===== config.mk =====
export PLATFORM = sky130hd
export DESIGN_NAME = s32x_sdr_responder
export DESIGN_NICKNAME = d
export VERILOG_FILES = /design/src/rtl/s32x_pkg.sv /design/src/rtl/s32x_sdr_responder.sv
export SDC_FILE = /design/constraint.sdc
export NUM_CORES = 1
export LEC_CHECK = 0
export BUFFER_PORTS_ARGS = -buffer_cell sky130_fd_sc_hd__buf_2
export CORE_ASPECT_RATIO = 1.5
export CORE_MARGIN = 4
export CORE_UTILIZATION = 43
export CTS_CLUSTER_DIAMETER = 40
export DETAILED_ROUTE_END_ITERATION = 8
export HOLD_SLACK_MARGIN = 0.03
export PLACE_DENSITY = 0.75
export SLEW_MARGIN = 10
export SYNTH_ARGS = -nofsm -noshare
export SYNTH_HDL_FRONTEND = slang
export SYNTH_SLANG_ARGS = --single-unit

===== constraint.sdc =====
create_clock -name CLK -period 2.1 [get_ports CLK]
set_input_delay 0.315 -clock CLK [delete_from_list [all_inputs] [get_ports CLK]]
set_output_delay 0.315 -clock CLK [all_outputs]
set_load 0.005 [all_outputs]

===== src/rtl/s32x_pkg.sv =====
// Shared 32X types and constants.
// Holds the SDRAM responder FSM encoding and the data returned on a timed-out read.
package s32x_pkg;

    typedef enum logic [1:0] {
        SR_IDLE,
        SR_BUSY,
        SR_DONE
    } sdr_resp_state_t;

    localparam logic [15:0] SDR_TIMEOUT_DATA = 16'hFFFF;

endpackage


===== src/rtl/s32x_sdr_responder.sv =====
// SH-2 SDRAM request bus responder: holds SDR_WAIT while forwarding one
// access at a time to a req/ack memory-controller channel.
module s32x_sdr_responder
    import s32x_pkg::*;
#(
    parameter int ADDR_W   = 17,
    parameter int MIN_WAIT = 2,
    parameter int TIMEOUT  = 1023
) (
    input  logic              CLK,
    input  logic              RST,
    input  logic [ADDR_W-1:0] SDR_A,
    input  logic [15:0]       SDR_DO,
    input  logic              SDR_CS,
    input  logic [1:0]        SDR_WE,
    input  logic              SDR_RD,
    output logic [15:0]       SDR_DI,
    output logic              SDR_WAIT,
    output logic [ADDR_W-1:0] MEM_A,
    output logic [15:0]       MEM_DO,
    output logic [1:0]        MEM_WE,
    output logic              MEM_REQ,
    input  logic [15:0]       MEM_DI,
    input  logic              MEM_ACK,
    output logic              ERR
);

    localparam int WW = $clog2(MIN_WAIT + 1);
    localparam int TW = (TIMEOUT == 0) ? 1 : $clog2(TIMEOUT + 1);

    sdr_resp_state_t   r_state;
    sdr_resp_state_t   w_state_nxt;

    logic [WW-1:0]     r_wait_cnt;
    logic [TW-1:0]     r_to_cnt;
    logic              r_acked;
    logic              r_req;
    logic              r_err;
    logic [15:0]       r_di;
    logic [ADDR_W-1:0] r_mem_a;
    logic [15:0]       r_mem_do;
    logic [1:0]        r_mem_we;

    logic              w_req;
    logic              w_ack;
    logic              w_to_hit;
    logic              w_wait_last;
    logic              w_fin;
    logic              w_start;
    logic              w_busy;
    logic              w_is_rd;

    assign w_req       = SDR_CS & (SDR_RD | (|SDR_WE));
    // Acks outside an outstanding request (e.g. after a timeout) are dropped.
    assign w_ack       = MEM_ACK & r_req;
    assign w_to_hit    = (TIMEOUT != 0) && r_req && !MEM_ACK
                         && (r_to_cnt == TW'(TIMEOUT - 1));
    assign w_wait_last = (r_wait_cnt <= WW'(1));
    assign w_is_rd     = ~|r_mem_we;

    always_comb begin
        w_state_nxt = r_state;
        unique case (r_state)
            SR_IDLE: if (w_req) w_state_nxt = SR_BUSY;
            SR_BUSY: if (w_fin) w_state_nxt = w_req ? SR_DONE : SR_IDLE;
            SR_DONE: if (!w_req) w_state_nxt = SR_IDLE;
            default: w_state_nxt = SR_IDLE;
        endcase
    end

    always_comb begin
        w_start = 1'b0;
        w_busy  = 1'b0;
        w_fin   = 1'b0;
        unique case (r_state)
            SR_IDLE: w_start = w_req;
            SR_BUSY: begin
                w_busy = 1'b1;
                w_fin  = (r_acked | w_ack | w_to_hit) & w_wait_last;
            end
            default: ;
        endcase
    end

    always_ff @(posedge CLK or posedge RST) begin
        if (RST) begin
            r_state    <= SR_IDLE;
            r_wait_cnt <= '0;
            r_to_cnt   <= '0;
            r_acked    <= 1'b0;
            r_req      <= 1'b0;
            r_err      <= 1'b0;
            r_di       <= '0;
            r_mem_a    <= '0;
            r_mem_do   <= '0;
            r_mem_we   <= '0;
        end else begin
            r_state <= w_state_nxt;
            if (w_start) begin
                r_mem_a    <= SDR_A;
                r_mem_do   <= SDR_DO;
                r_mem_we   <= SDR_WE;
                r_req      <= 1'b1;
                r_wait_cnt <= WW'(MIN_WAIT);
                r_to_cnt   <= '0;
                r_acked    <= 1'b0;
            end else if (w_busy) begin
                if (r_wait_cnt != '0)
                    r_wait_cnt <= r_wait_cnt - 1'b1;
                if (r_req && (r_to_cnt != '1))
                    r_to_cnt <= r_to_cnt + 1'b1;
                if (w_ack) begin
                    r_req   <= 1'b0;
                    r_acked <= 1'b1;
                    if (w_is_rd)
                        r_di <= MEM_DI;
                end else if (w_to_hit) begin
                    r_req   <= 1'b0;
                    r_acked <= 1'b1;
                    r_err   <= 1'b1;
                    if (w_is_rd)
                        r_di <= SDR_TIMEOUT_DATA;
                end
            end
        end
    end

    assign SDR_WAIT = (r_state == SR_BUSY);
    assign SDR_DI   = r_di;
    assign MEM_A    = r_mem_a;
    assign MEM_DO   = r_mem_do;
    assign MEM_WE   = r_mem_we;
    assign MEM_REQ  = r_req;
    assign ERR      = r_err;

endmodule


==> qor.csv <==
stage,metric,value,unit
critical_path,reg-to-reg endpoint,r_to_cnt[9],
finish,Filler cells,555,
sta,final-layout setup total negative slack,0,ns
clock_network,Clock H-tree levels,3,
sta,final hold vios,0,
place,RD Place Congestion,0.792,
worst_hold_path,Hold Crit Start,SDR_DO[3],
global_routing,global route overflow,0,
floorplan,full die area,7900,sq um
power,total power divided by cell area,1400,nW/um^2
sta,final setup violating endpoints,0,
floorplan,standard-cell row count,35,
critical_path,data required time of the worst path,2.36,ns
worst_hold_path,WHS Endpoint,MEM_DO[3],
finish,area taken by flip-flops and latches,1700,sq um
power,final total power,0.00522,W
critical_path,arrival time at the worst endpoint,2.00,ns
place,HPWL after detailed placement,4570,microns
critical_path,crit path max fanout,6,
critical_path,flop2flop setup slack,0.36,ns
finish,antenna diode instance count,0,
yosys,"Net Count, Synth",341,
sta,post-route setup slack,0.364,ns
drt,Initial DRC Count,108,
clock_network,number of buffers created by CTS,9,
yosys,mean post-synth cell area,9.97,sq um
job,max cap viols,0,
yosys,number of flip-flops and latches in the synthesized netlist,68,
yosys,Main synth FF type,dfrtp_1,
yosys,Synth warnings,0,
sta,Max Fclk,0.576,GHz
sta,"Slew Viols, Final",0,
critical_path,critical register-to-register path startpoint,r_state[1],
drt,total vias in the final route,2349,
worst_hold_path,Hold Path Cell Cnt,3,
floorplan,die width,73.9,microns
place,IO Port Bufs,109,
clock_network,CTS clock-pin slew for the worst setup and hold paths,0.08,ns
global_routing,pin count of the biggest net entering global routing,55,
drt,number of vias per cell,4.95,
sta,share of the cycle needed by the critical path after routing,82.7,%
yosys,most common cell in the netlist,nand2_1,
yosys,post-synthesis instance area,2800,sq um
yosys,main area contributors after synthesis,"dfrtp_1, nand2_1, o22a_1, ha_1, mux2i_1",
yosys,async set-reset flop share out of synthesis,100,%
sta,clk_skew,0.00967,ns
drt,antenna-violating nets left,0,
critical_path,type of element launching the critical path,flip-flop,
sta,worst-margin pin slew,0.612,ns
clock_network,CTS tree,done,
critical_path,type of destination of the critical path,flip-flop,
floorplan,core region area,6220,sq um
drt,average wire length per cell after detail routing,13.2,microns
clock_network,clock latency on the worst-skew pair,0.34,ns
power,Leak Pwr,1.99,nW
yosys,Synth top area share,60.7,%
finish,area of the multi-input gates,1030,sq um
yosys,largest area contributor in the synthesized netlist,dfrtp_1,
outcome,status,finished clean,
place,Worst Setup Slack post-DPL,0.0239,ns
yosys,count of different cell masters after synthesis,33,
worst_hold_path,type of the most critical hold path,in -> reg,
sta,worst rel slew slack,59.0,%
global_routing,initial antenna violation count,0,
critical_path,r2r worst-path depth,4,
floorplan,die span in y,107,microns
global_routing,GRT Total Usage,17.1,%
sta,unrepaired setup endpoints after global routing,false,
clock_network,CTS max path bufs,2,
drt,overall routed net length,6260,microns
finish,synth-to-layout area growth,33.0,%
power,worst voltage drop across the vdd grid,0.608,mV
floorplan,effective utilization at floorplan,45.1,%
clock_network,master cell of the clock root buffer,clkbuf_8,
drt,DRC violation count after routing,0,
yosys,sequential fraction of the synthesis area,60.7,%
floorplan,number of I/O pins,110,
yosys,synthesized instance count,281,
finish,ratio of cells with drive above 1 in the final layout,34.2,%
yosys,"EDFF count, synth",0,
global_routing,number of global-route vias before repair,2319,
finish,Final #Nets,456,
global_routing,first-pass GRT wire length,10600,microns
yosys,ranking of synthesized cells by instance count,"nand2_1, dfrtp_1, o22a_1",
drt,number of detailed-routing iterations run before antenna repair,4,
critical_path,type of the setup path with the least slack,reg -> reg,
clock_network,number of sinks driven by the clock tree,68,
sta,final period demand of the worst path,1.74,ns
==> report_power, final <==
| part | internal [W] | switching, W | leakage (nW) | total (W) |
|---|---|---|---|---|
| Sequential | 0.00187 | 0.000336 | 0.836 | 0.00220 |
| Combinational | 0.000809 | 0.000854 | 1.02 | 0.00166 |
| Clock | 0.000858 | 0.000493 | 0.130 | 0.00135 |
==> registers in the layout (all words and copies together) (netlist names) <==
name,flops
r_acked,1
r_state,2
MEM_WE,2
MEM_A,17
MEM_DO,16
r_to_cnt,10
SDR_DI,16
ERR,1
r_wait_cnt,2
MEM_REQ,1
==> stage by stage <==
stage / hold WS, ns / std cells / cell area, sq um / util, %
2_1_floorplan: 0.420 / 281 / 2800 / -
3_3_place_gp: 0.295 / 458 / 3450 / 55.6
3_5_place_dp: 0.308 / 458 / 3450 / 55.6
4_1_cts: 0.139 / 475 / 3730 / 59.9
5_1_grt: 0.148 / 475 / 3730 / 59.9
6_report: 0.162 / 475 / 3730 / 59.9
==> what timing repair did <==
action / in CTS / in global routing
hold buffers: 1 / 0
setup buffers: 0 / 0
hold endpoints to repair: 14 / 0
endpoints found under the setup margin: 1 / 0
gates resized for setup: 1 / 0
==> cells by family (layout without fill, tap and decap cells) <==
group | count (synthesis) | in the layout | synth area share, %
simple gates | 145 | 145 | 22.5
buf+inv | 19 | 139 | 2.64
compound gates | 40 | 40 | 10.6
xor+xnor | 1 | 1 | 0.313
mux | 4 | 4 | 1.43
fa+ha+maj | 4 | 4 | 1.79
flops | 68 | 68 | 60.7
==> worst max-delay path, stage by stage (launching register included) <==
cell and delay [ns]:
dfrtp_1 0.42, nand3b_4 0.20, or3_4 0.42, or4_1 0.47, a21oi_1 0.14
==> area by class of cell <==
class                   instances  area share [%]
clock buffers                  11            4.06
clock inverters                 5            2.89
inverters                       7           0.705
multi-input cells             194            27.7
flip-flops and latches         68            45.7
well taps                      74            2.48
repair buffers                116            16.5
==> how the worst max path moves through the flow <==
stage | from | endpoint | depth (start not counted)
after floorplan | RST | ERR | 1
after global placement | r_state[1] | SDR_DI[4] | 4
after detailed placement | r_state[1] | SDR_DI[7] | 4
after CTS | r_state[1] | SDR_DI[7] | 4
after global routing | r_state[1] | SDR_DI[7] | 4
final | r_state[1] | r_to_cnt[9] | 4
==> metal layers <==
metal,wire length (microns),vias up,GRT usage (%)
met3,505,9,5.25
li1,-,1174,-
met5,0,-,0
met2,3070,79,27.1
met1,2570,1087,21.4
met4,112,0,6.61
==> placed cells by master (no fill, tap or decap), types with 3 or more instances in the layout <==
| cell | netlist | layout |
|---|---|---|
| nor3_1 | 4 | 3 |
| inv_1 | 7 | 6 |
| a21o_1 | 4 | 4 |
| a21oi_1 | 7 | 7 |
| ha_1 | 4 | 4 |
| o21ai_0 | 3 | 3 |
| buf_4 | 0 | 5 |
| clkbuf_8 | 0 | 11 |
| or4_1 | 3 | 3 |
| nand2_1 | 114 | 114 |
| bufinv_16 | 0 | 3 |
| o31ai_1 | 5 | 5 |
| o22a_1 | 16 | 16 |
| nor2_1 | 7 | 7 |
| buf_2 | 2 | 109 |
| nand3_1 | 3 | 3 |
| dfrtp_1 | 68 | 68 |
| mux2i_1 | 4 | 4 |
Note: power is estimated with default switching activity, not from simulation.
